<file path="src/rtl/conv_seq_pkg.sv">
// Shared definitions for the conv task sequencer: FSM encoding, reg_0 bit
// positions of the enable mask and EOL flag, and descriptor field offsets.
package conv_seq_pkg;

  typedef enum logic [2:0] {
    ST_IDLE  = 3'd0,
    ST_POP   = 3'd1,
    ST_ISSUE = 3'd2,
    ST_WAIT  = 3'd3,
    ST_GAP   = 3'd4,
    ST_ERR   = 3'd5
  } seq_state_t;

  // reg_0 enable bits that start the accelerator phases
  localparam int BIT_RECV_EN    = 0;
  localparam int BIT_SEND_EN    = 1;
  localparam int BIT_CONV_START = 4;
  localparam int BIT_TASK_VALID = 9;
  // end-of-list marker carried in the descriptor, never forwarded
  localparam int BIT_EOL        = 23;

  localparam logic [31:0] ENABLE_MASK = (32'd1 << BIT_RECV_EN)
                                      | (32'd1 << BIT_SEND_EN)
                                      | (32'd1 << BIT_CONV_START)
                                      | (32'd1 << BIT_TASK_VALID);
  localparam logic [31:0] EOL_MASK    = 32'd1 << BIT_EOL;

  // descriptor layout {reg_3, reg_2, reg_1, reg_0}
  localparam int REG_W    = 32;
  localparam int DESC_W   = 4 * REG_W;
  localparam int REG0_LSB = 0;
  localparam int REG1_LSB = 32;
  localparam int REG2_LSB = 64;
  localparam int REG3_LSB = 96;

  // reg_0 as driven while a task runs: EOL stripped
  function automatic logic [31:0] strip_eol(input logic [31:0] r);
    return r & ~EOL_MASK;
  endfunction

  // reg_0 as driven while no task runs: enables and EOL forced low
  function automatic logic [31:0] mask_enables(input logic [31:0] r);
    return r & ~(ENABLE_MASK | EOL_MASK);
  endfunction

endpackage

</file>
<file path="src/rtl/seq_desc_fifo.sv">
// Descriptor queue: synchronous FIFO, registered (non fall-through) read
// port, flush clears occupancy. Storage has no reset so it maps to LUT RAM.
module seq_desc_fifo
  import conv_seq_pkg::*;
#(
  parameter int DEPTH   = 8,
  parameter int PTR_BIT = 3,
  parameter int WIDTH   = DESC_W
) (
  input  logic               clk,
  input  logic               rst,
  input  logic               push,
  input  logic [WIDTH-1:0]   push_data,
  input  logic               pop,
  input  logic               flush,
  output logic [WIDTH-1:0]   pop_data,
  output logic [PTR_BIT:0]   level
);

  logic [WIDTH-1:0]   mem [DEPTH];
  logic [PTR_BIT-1:0] wr_ptr;
  logic [PTR_BIT-1:0] rd_ptr;

  // storage write, no reset
  always_ff @(posedge clk) begin
    if (push) mem[wr_ptr] <= push_data;
  end

  // pointers and occupancy; flush drops every entry at once
  always_ff @(posedge clk) begin
    if (rst || flush) begin
      wr_ptr <= '0;
      rd_ptr <= '0;
      level  <= '0;
    end else begin
      if (push) wr_ptr <= wr_ptr + PTR_BIT'(1);
      if (pop)  rd_ptr <= rd_ptr + PTR_BIT'(1);
      case ({push, pop})
        2'b10:   level <= level + (PTR_BIT+1)'(1);
        2'b01:   level <= level - (PTR_BIT+1)'(1);
        default: level <= level;
      endcase
    end
  end

  // head register: updated only on pop, survives flush so the last task's
  // register values stay visible on the outputs
  always_ff @(posedge clk) begin
    if (rst)               pop_data <= '0;
    else if (pop && !flush) pop_data <= mem[rd_ptr];
  end

endmodule

</file>
<file path="src/rtl/conv_task_sequencer.sv">
// Autonomous sequencer that feeds queued 128-bit task descriptors into the
// conv accelerator registers, one task per ap_done, with an enable-low gap
// between tasks, a WAIT timeout and abort/flush.
//
// Descriptor handshake: a descriptor transfers on a rising clk edge where
// desc_valid and desc_ready are both high; desc_ready depends only on
// registered state, never on desc_valid. An abort in the same cycle discards
// the transfer.
module conv_task_sequencer
  import conv_seq_pkg::*;
#(
  parameter int DESC_DEPTH     = 8,
  parameter int DESC_PTR_BIT   = 3,
  parameter int GAP_CYCLES     = 4,
  parameter int TIMEOUT_CYCLES = 1048576,
  parameter int TIMEOUT_BIT    = 21
) (
  input  logic                    clk,
  input  logic                    rst,
  input  logic                    desc_valid,
  output logic                    desc_ready,
  input  logic [DESC_W-1:0]       desc_data,
  input  logic                    start,
  input  logic                    abort,
  input  logic                    ap_done,
  output logic [REG_W-1:0]        reg_0,
  output logic [REG_W-1:0]        reg_1,
  output logic [REG_W-1:0]        reg_2,
  output logic [REG_W-1:0]        reg_3,
  output logic                    busy,
  output logic                    list_done,
  output logic                    timeout_err,
  output logic [15:0]             task_count,
  output logic [DESC_PTR_BIT:0]   fifo_level
);

  localparam int LEVEL_W = DESC_PTR_BIT + 1;
  localparam int GAP_W   = (GAP_CYCLES > 1) ? $clog2(GAP_CYCLES) : 1;

  seq_state_t             state;
  seq_state_t             state_next;
  logic [DESC_W-1:0]      desc;
  logic [LEVEL_W-1:0]     level;
  logic [TIMEOUT_BIT-1:0] tmo_cnt;
  logic [GAP_W-1:0]       gap_cnt;
  logic                   aborting;
  logic                   list_done_q;
  logic [15:0]            task_count_q;
  logic                   push;
  logic                   pop;
  logic                   eol;
  logic                   gap_last;
  logic                   tmo_last;
  logic                   queue_empty;

  // a pop slot frees one entry, so a full queue still accepts in POP
  assign desc_ready  = (level < LEVEL_W'(DESC_DEPTH)) || (state == ST_POP);
  assign push        = desc_valid && desc_ready && !abort;
  assign pop         = (state == ST_POP) && !abort;
  assign queue_empty = (level == '0);
  assign eol         = desc[REG0_LSB + BIT_EOL];
  assign gap_last    = (gap_cnt == GAP_W'(GAP_CYCLES - 1));
  assign tmo_last    = (tmo_cnt == TIMEOUT_BIT'(TIMEOUT_CYCLES - 1));

  seq_desc_fifo #(
    .DEPTH   (DESC_DEPTH),
    .PTR_BIT (DESC_PTR_BIT),
    .WIDTH   (DESC_W)
  ) u_fifo (
    .clk       (clk),
    .rst       (rst),
    .push      (push),
    .push_data (desc_data),
    .pop       (pop),
    .flush     (abort),
    .pop_data  (desc),
    .level     (level)
  );

  // state register
  always_ff @(posedge clk) begin
    if (rst) state <= ST_IDLE;
    else     state <= state_next;
  end

  // next-state logic; abort outranks everything except the ERR exit
  always_comb begin
    state_next = state;
    case (state)
      ST_IDLE: begin
        if (abort)                      state_next = ST_GAP;
        else if (start && !queue_empty) state_next = ST_POP;
      end
      ST_POP: begin
        if (abort) state_next = ST_GAP;
        else       state_next = ST_ISSUE;
      end
      ST_ISSUE: begin
        if (abort) state_next = ST_GAP;
        else       state_next = ST_WAIT;
      end
      ST_WAIT: begin
        if (abort || ap_done) state_next = ST_GAP;
        else if (tmo_last)    state_next = ST_ERR;
      end
      ST_GAP: begin
        if (abort)                  state_next = ST_GAP;
        else if (gap_last) begin
          if (aborting || eol)      state_next = ST_IDLE;
          else if (!queue_empty)    state_next = ST_POP;
          else                      state_next = ST_IDLE;
        end
      end
      ST_ERR: begin
        if (abort) state_next = ST_IDLE;
      end
      default: state_next = ST_IDLE;
    endcase
  end

  // counters, abort marker, task count and list_done pulse
  always_ff @(posedge clk) begin
    if (rst) begin
      tmo_cnt      <= '0;
      gap_cnt      <= '0;
      aborting     <= 1'b0;
      list_done_q  <= 1'b0;
      task_count_q <= '0;
    end else begin
      list_done_q <= (state == ST_GAP) && gap_last && !abort && !aborting && eol;

      if (state == ST_ISSUE)     tmo_cnt <= '0;
      else if (state == ST_WAIT) tmo_cnt <= tmo_cnt + TIMEOUT_BIT'(1);

      // a fresh GAP (or an abort during GAP) restarts the gap length
      if (state_next == ST_GAP && (state != ST_GAP || abort)) gap_cnt <= '0;
      else if (state == ST_GAP)                               gap_cnt <= gap_cnt + GAP_W'(1);

      if (abort && state != ST_ERR)        aborting <= 1'b1;
      else if (state == ST_GAP && gap_last) aborting <= 1'b0;

      if (state == ST_IDLE && start && !queue_empty && !abort)
        task_count_q <= '0;
      else if (state == ST_WAIT && ap_done && !abort)
        task_count_q <= task_count_q + 16'd1;
    end
  end

  // outputs: enables only live while the task is issued and running
  always_comb begin
    reg_1       = desc[REG1_LSB +: REG_W];
    reg_2       = desc[REG2_LSB +: REG_W];
    reg_3       = desc[REG3_LSB +: REG_W];
    if (state == ST_ISSUE || state == ST_WAIT)
      reg_0 = strip_eol(desc[REG0_LSB +: REG_W]);
    else
      reg_0 = mask_enables(desc[REG0_LSB +: REG_W]);
    busy        = (state == ST_POP) || (state == ST_ISSUE) ||
                  (state == ST_WAIT) || (state == ST_GAP);
    timeout_err = (state == ST_ERR);
    list_done   = list_done_q;
    task_count  = task_count_q;
    fifo_level  = level;
  end

endmodule

</file>
<file path="config.mk">
export PLATFORM = sky130hd
export DESIGN_NAME = conv_task_sequencer
export DESIGN_NICKNAME = d
export VERILOG_FILES = /design/src/rtl/conv_seq_pkg.sv /design/src/rtl/seq_desc_fifo.sv /design/src/rtl/conv_task_sequencer.sv
export SDC_FILE = /design/constraint.sdc
export NUM_CORES = 1
export LEC_CHECK = 0
export CAP_MARGIN = 30
export CORE_MARGIN = 8
export CORE_UTILIZATION = 30
export DETAILED_ROUTE_END_ITERATION = 10
export MAX_ROUTING_LAYER = met4
export PLACE_DENSITY = 0.44
export SLEW_MARGIN = 20
export SYNTH_ARGS = -nofsm -noshare
export SYNTH_HDL_FRONTEND = slang
export SYNTH_SLANG_ARGS = --single-unit
</file>
<file path="constraint.sdc">
create_clock -name clk -period 18.5 [get_ports clk]
set_input_delay 4.625 -clock clk [delete_from_list [all_inputs] [get_ports clk]]
set_output_delay 4.625 -clock clk [all_outputs]
set_load 0.01 [all_outputs]
</file>
==> impl_metrics.toml, run 1 <==
[outcome]
outcome = "finished, final reports clean"

[clock_tree]
cts_resized = 0
clockBufferDepth = 3
cts-root-buf = "sky130_fd_sc_hd__clkbuf_16"
cts_max_level = 4
cts_tree = "done"
clock_sink_count = 1206
cts_hold_repair.buffers = 0
clkTransAtPathRegs_ns = 0.05
cts_inserted_buffers = 138
cts_post_setup_buffers_inserted = 0
clk-insertion-delay-late_ns = 0.75

[sta]
achievable-frequency_mhz = 130
relSlewSlack_pct = 28.4
maxSlewViolCount = 0
worst_slew_pin_slew_ns = 1.07
final-hold-violation-count = 0
post-route-period-util_pct = 41.5
setup_viol = 0
period_needed_ns = 7.67
setup_tns_ns = 0
finClkSkew_ns = 0.0241
unrepaired_setup_endpoints_after_global_routing = "false"
setup_slack_ns = 10.83

[finish]
fin_util_pct = 35.9
seq_area_um2 = 34400
filler_cell_count = 14100
share_of_post_route_cells_with_drive_strength_above_1_pct = 19.8
multi_input_area_um2 = 10200
design.final.nets = 2705
final_cells = 4750
areaGrowthSynthToFinish_pct = 19.2

[worst_setup_path]
startpoint_type_of_the_worst_setup_path = "primary input"
cp_slowest_stage_delay_ns = 0.79
critPathLaunch = "abort"
worst_path_buf_inv = 3
setup.reg_to_reg.worst_slack_ns = 14.28
timing.critical_path.cells = "clkdlybuf4s50_1, nand2b_1, a21oi_1, nand2_1, nor3_2, buf_4, buf_4"
crit_type = "in2reg"
r2r_cells = 6
cell_seen_most_often_among_critical_path_stages = "sky130_fd_sc_hd__buf_4"
cp.arrival_ns = 8.03
critPathCapture = "u_fifo.mem[1][89]$_DFFE_PP_"
critPathTopFamily = "buffers and inverters"
timing.critical_path.fanout_max = 49
critical_path_cell_count = 7
critPathSlowestCell = "sky130_fd_sc_hd__buf_4"
endpoint_type_of_the_worst_setup_path = "flip-flop"
critical_path_required_ns = 18.86
timing.rr.start = "state[0]$_SDFF_PP0_"
worst_r2r_end = "u_fifo.mem[1][89]$_DFFE_PP_"

[grt]
grt_first_pass_wirelength_um = 164000
via_count_of_the_first_global_routing_pass = 23300
antenna_found_initial = 36
grt-ovfl-total = 0
aggregate_global_route_resource_usage_pct = 13.6
maximum_number_of_pins_on_one_net_before_global_route_repair = 151

[detailed_routing]
drt_iter0_markers = 1512
wl_per_cell_um = 23.5
wl_met2_um = 53000
route.final.wire_length_um = 112000
highest_metal_layer_with_signal_wires = "met4"
drc = 0
final_antenna_net_count = 0
met1_length_um = 49600
vias = 21900
drtPass1Iterations = 5
met3WireLength_um = 6890
post_drt_via_cell_ratio = 4.61

[power]
vdd.ir_drop.worst_mv = 0.0604
power_density_nw_per_um2 = 105
leakage_uw = 0.0164

[min_path]
timing.hold.worst.class = "reg2reg"

[yosys]
syn_avg_cell_area_um2 = 19.6
synth_largest_type_area_fraction_pct = 66.7
async_set_or_reset_register_ratio_after_synthesis_pct = 0
ys_dominant_reg_cell = "sky130_fd_sc_hd__edfxtp_1"
synthesis.yosys.warnings = 0
yosys.cell_count.top_type = "sky130_fd_sc_hd__edfxtp_1"
synthTopCellsByCount = "sky130_fd_sc_hd__edfxtp_1, sky130_fd_sc_hd__mux4_2, sky130_fd_sc_hd__nor2_1, sky130_fd_sc_hd__dfxtp_1, sky130_fd_sc_hd__buf_4"
ys_top_cells_by_area = "sky130_fd_sc_hd__edfxtp_1, sky130_fd_sc_hd__mux4_2, sky130_fd_sc_hd__dfxtp_1"
synth_nets = 2496
yosys.area.top_type = "sky130_fd_sc_hd__edfxtp_1"
synth_enable_flop_cells = 1024
yosys_register_bits = 1206
syn-instance-count = 2353
synth_cell_type_count = 48
synth_sequential_area_ratio_pct = 74.6
synth.cell_area_um2 = 46100

[placement]
dp_cells = 4465
gpl.final_weighted_congestion = 0.720
hpwlAfterDp_um = 62700
port_buffers = 284
dp_slack_ns = 9.99

[floorplan]
row_count = 144
die_width_um = 408
placeable_core_region_um2 = 153000
die_h_um = 408
io-pin-count = 286
initial_core_util_pct = 30.1
fp.dieArea_um2 = 167000

[flow_run]
cap_violations = 0
[worst register-to-register path: stages (launching register included)]
cell and delay [ns]:
sky130_fd_sc_hd__dfxtp_1 0.61, sky130_fd_sc_hd__or3b_1 0.58, sky130_fd_sc_hd__a21oi_1 0.54, sky130_fd_sc_hd__nand2_1 0.37
sky130_fd_sc_hd__nor3_2 0.22, sky130_fd_sc_hd__buf_4 0.63, sky130_fd_sc_hd__buf_4 0.80
[metrics by stage]
step / area, µm² / power (µW) / hold slack [ns]
after floorplan: 46100 / 3070 / 0.434
after global placement: 50300 / 3140 / 0.446
after detailed placement: 50400 / 3150 / 0.469
after CTS: 54900 / 5860 / 0.476
after global routing: 55000 / 5970 / 0.495
final: 55000 / 5770 / 0.474
[registers in the layout, summed over array words and instances, names as in the netlist]
register         count
gap_cnt              2
state                3
list_done            1
tmo_cnt             21
u_fifo.rd_ptr        3
aborting             1
u_fifo.level         4
u_fifo.wr_ptr        3
task_count          16
u_fifo.pop_data    128
u_fifo.mem        1024
[worst min-delay path by stage]
stage / startpoint / to / slack (ns) / cells past startpoint
2_1_floorplan: gap_cnt[0]$_SDFFE_PP0P_ / gap_cnt[0]$_SDFFE_PP0P_ / 0.43 / 1
3_3_place_gp: gap_cnt[0]$_SDFFE_PP0P_ / gap_cnt[0]$_SDFFE_PP0P_ / 0.45 / 1
3_5_place_dp: gap_cnt[0]$_SDFFE_PP0P_ / gap_cnt[0]$_SDFFE_PP0P_ / 0.47 / 1
4_1_cts: gap_cnt[0]$_SDFFE_PP0P_ / gap_cnt[0]$_SDFFE_PP0P_ / 0.48 / 1
5_1_grt: gap_cnt[0]$_SDFFE_PP0P_ / gap_cnt[0]$_SDFFE_PP0P_ / 0.50 / 1
6_report: gap_cnt[0]$_SDFFE_PP0P_ / gap_cnt[0]$_SDFFE_PP0P_ / 0.47 / 1
[kinds of logic after synthesis]
group	Yosys count	synth area share [%]
AO/OA/AOI/OAI	162	2.77
XOR/XNOR	40	0.759
adder cells (fa/ha/maj)	9	0.260
buffers and inverters	262	3.51
flip-flops	1206	74.6
multiplexers	386	15.3
other	1	0.00813
AND/OR/NAND/NOR	287	2.80
[layout by cell type, fill, tap and decap left out, types with 5 or more instances in the layout]
cell type and instances:
sky130_fd_sc_hd__edfxtp_1 1024, sky130_fd_sc_hd__clkdlybuf4s50_1 283, sky130_fd_sc_hd__mux4_2 256, sky130_fd_sc_hd__nor2_1 183
sky130_fd_sc_hd__dfxtp_1 179, sky130_fd_sc_hd__clkbuf_16 145, sky130_fd_sc_hd__mux2i_1 130, sky130_fd_sc_hd__a211oi_1 107
sky130_fd_sc_hd__clkbuf_1 38, sky130_fd_sc_hd__diode_2 30, sky130_fd_sc_hd__xor2_1 27, sky130_fd_sc_hd__buf_4 24
sky130_fd_sc_hd__a211oi_2 23, sky130_fd_sc_hd__nand2_1 22, sky130_fd_sc_hd__clkinv_2 20, sky130_fd_sc_hd__clkinv_1 18
sky130_fd_sc_hd__nand3_1 17, sky130_fd_sc_hd__a21oi_1 16, sky130_fd_sc_hd__xnor2_1 13, sky130_fd_sc_hd__inv_1 12
sky130_fd_sc_hd__clkbuf_8 11, sky130_fd_sc_hd__nand4_1 10, sky130_fd_sc_hd__and3_1 9, sky130_fd_sc_hd__bufinv_16 9
sky130_fd_sc_hd__ha_1 8, sky130_fd_sc_hd__nor2_4 7, sky130_fd_sc_hd__nand2b_1 7, sky130_fd_sc_hd__buf_12 7
sky130_fd_sc_hd__o21ai_0 6, sky130_fd_sc_hd__and2_1 5, sky130_fd_sc_hd__nor3_2 5, sky130_fd_sc_hd__and4_1 5
sky130_fd_sc_hd__inv_6 5
[power breakdown]
group,internal (µW),total (µW),switching (µW),leakage (µW)
clock network,1610,2680,1070,0.00220
logic,47.3,116,68.6,0.00344
registers,2970,2970,5.54,0.0107
[routing by layer]
layer | vias to the layer above | GRT usage [%]
li1 | 9792 | -
met1 | 11500 | 17.3
met2 | 464 | 21.4
met3 | 163 | 3.94
met4 | 0 | 3.52
met5 | - | -
[final cells by class]
cell class | instances | share of cell area, %
Inverter | 12 | 0.0819
Tap cell | 2044 | 4.65
Clock inverter | 60 | 1.04
Timing Repair Buffer | 319 | 5.91
Sequential cell | 1206 | 62.6
Multi-Input combinational cell | 885 | 18.5
Clock buffer | 194 | 7.13
Antenna cell | 30 | 0.137
Power figures use the tool's default switching activity.
==> inputs of run 2 (changes only) <==
==> constraint.sdc (replaced) <==
create_clock -name clk -period 7.1 [get_ports clk]
set_input_delay 1.775 -clock clk [delete_from_list [all_inputs] [get_ports clk]]
set_output_delay 1.775 -clock clk [all_outputs]
set_load 0.01 [all_outputs]
==> run 2 against run 1 <==
First-iteration DRC count decreased by 13%; global-route usage down 0.10 points; clock skew up 0.019 ns; die area unchanged; core utilization about the same; clock power increased to 2.6 times the previous value; non-clock buffer count is 1 lower; total power increased to 2.6 times the previous value; sequential power rose to 2.6 times the previous value; design area about the same; sequential share of layout area shrank 0.061 points; hold slack about the same; critical path type is now reg2out.
==> impl_metrics.toml, run 2 (synthesis results as in run 1) <==
[floorplan]
io-pin-count = 286
die_width_um = 408
die_h_um = 408
initial_core_util_pct = 30.1
fp.dieArea_um2 = 167000
placeable_core_region_um2 = 153000
row_count = 144

[sta]
unrepaired_setup_endpoints_after_global_routing = "false"
final-hold-violation-count = 0
post-route-period-util_pct = 64.6
period_needed_ns = 4.59
relSlewSlack_pct = 24.7
achievable-frequency_mhz = 218
worst_slew_pin_slew_ns = 1.13
setup_viol = 0
maxSlewViolCount = 0
finClkSkew_ns = 0.0427

[finish]
fin_area_um2 = 55100
areaGrowthSynthToFinish_pct = 19.3
filler_cell_count = 14100
share_of_post_route_cells_with_drive_strength_above_1_pct = 20.0
mostFrequentLayoutCell = "sky130_fd_sc_hd__edfxtp_1"
mostFrequentLayoutCells = "sky130_fd_sc_hd__edfxtp_1, sky130_fd_sc_hd__clkdlybuf4s50_1, sky130_fd_sc_hd__mux4_2"
max_flop_register = "u_fifo.mem"
design.final.nets = 2703
largest_reg_flops = 1024
registers_with_the_most_flip_flops = "u_fifo.mem (1024), u_fifo.pop_data (128), tmo_cnt (21)"
fin_util_pct = 35.9

[worst_setup_path]
critical_path_required_ns = 5.33
crit_type = "reg2out"
timing.critical_path.cells = "nor2b_1, and2_1, clkdlybuf4s50_1"
timing.critical_path.fanout_max = 12
timing.rr.start = "state[0]$_SDFF_PP0_"
critPathSlowestCell = "sky130_fd_sc_hd__nor2b_1"
cp.arrival_ns = 2.81
endpoint_type_of_the_worst_setup_path = "primary output"
cp_slowest_stage_delay_ns = 0.65
critPathLaunch = "state[1]$_SDFF_PP0_"
startpoint_type_of_the_worst_setup_path = "flip-flop"

[flow_run]
cap_violations = 0

[outcome]
outcome = "finished, final reports clean"

[power]
netSwitchingFraction_pct = 20.6
vdd.ir_drop.worst_mv = 0.214
power_uw = 14900
netsw_uw = 3080
leakage_uw = 0.0163
power_frac_comb_pct = 2.1
power.internal_uw = 11800
power_density_nw_per_um2 = 271
clockPowerShare_pct = 46.1
sequentialPowerShare_pct = 51.9

[placement]
port_buffers = 284
gpl.final_weighted_congestion = 0.727
dpl_cell_area_um2 = 50500
hpwlAfterDp_um = 62900

[clock_tree]
clockBufferDepth = 3
cts-root-buf = "sky130_fd_sc_hd__clkbuf_16"
cts_tree = "done"
clk-insertion-delay-late_ns = 0.76
cts_hold_repair.buffers = 0
cts_inserted_buffers = 137
cts_post_setup_buffers_inserted = 0
cts_resized = 0
clkTransAtPathRegs_ns = 0.06
clock_sink_count = 1206
cts_max_level = 4

[grt]
maximum_number_of_pins_on_one_net_before_global_route_repair = 163
antenna_found_initial = 37
via_count_of_the_first_global_routing_pass = 23100
aggregate_global_route_resource_usage_pct = 13.5
grt_first_pass_wirelength_um = 163000
grt-ovfl-total = 0

[detailed_routing]
drtPass1Iterations = 5
final_antenna_net_count = 0
vias = 21800
post_drt_via_cell_ratio = 4.58
route.final.wire_length_um = 111000
drc = 0
drt_iter0_markers = 1323
wl_per_cell_um = 23.4

[min_path]
timing.hold.worst.class = "reg2reg"
worst_hold_startpoint = "gap_cnt[0]$_SDFFE_PP0P_"
run 2: cell type report:
class	count	area, µm²	share of cell area (%)
flip-flops and latches	1206	34400	62.5
diodes	33	82.6	0.150
clock inverters	76	722	1.31
clock buffers	177	3690	6.70
inverters	12	45.0	0.0818
multi-input cells	885	10200	18.5
well taps	2044	2560	4.65
repair buffers	318	3370	6.11
run 2: final timing paths:
| path | slack (ns) | end | cells past startpoint |
|---|---|---|---|
| max | 2.51 | reg_0[9] | 3 |
| min | 0.47 | gap_cnt[0]$_SDFFE_PP0P_ | 1 |
| max reg2reg | 3.49 | u_fifo.mem[3][82]$_DFFE_PP_ | 5 |
| min reg2reg | 0.47 | gap_cnt[0]$_SDFFE_PP0P_ | 1 |
run 2: stage by stage:
stage / setup WS (ns) / instances / hold WS [ns] / setup TNS [ns]
after detailed placement: 1.89 / 4463 / 0.460 / 0
after global routing: 2.31 / 4745 / 0.495 / 0
after CTS: 2.35 / 4716 / 0.469 / 0
final: 2.51 / 4751 / 0.474 / 0
after floorplan: -1.38 / 2353 / 0.434 / -939.46
after global placement: 1.81 / 4461 / 0.447 / 0
run 2: critical path: cells and delay by family, from the launching register on:
family | cells | cell delay (ns)
AND/OR/NAND/NOR | 2 | 0.91
flip-flops | 1 | 0.58
buffers and inverters | 1 | 0.55
run 2: power by group through the flow:
| stage | clock network, µW | logic, µW | registers (µW) |
|---|---|---|---|
| after floorplan | 0 | 108 | 7890 |
| after global placement | 0 | 308 | 7890 |
| after detailed placement | 0 | 319 | 7890 |
| after CTS | 7130 | 321 | 7740 |
| after global routing | 7390 | 340 | 7740 |
| final | 6880 | 310 | 7740 |
run 2: per-layer routing:
layer	GRT usage, %	part of all wire [%]	vias to the layer above
met2	20.0	46	497
li1	-	-	9786
met1	18.1	46	11300
met3	4.34	6.8	149
met5	-	0	-
met4	3.03	1.5	0
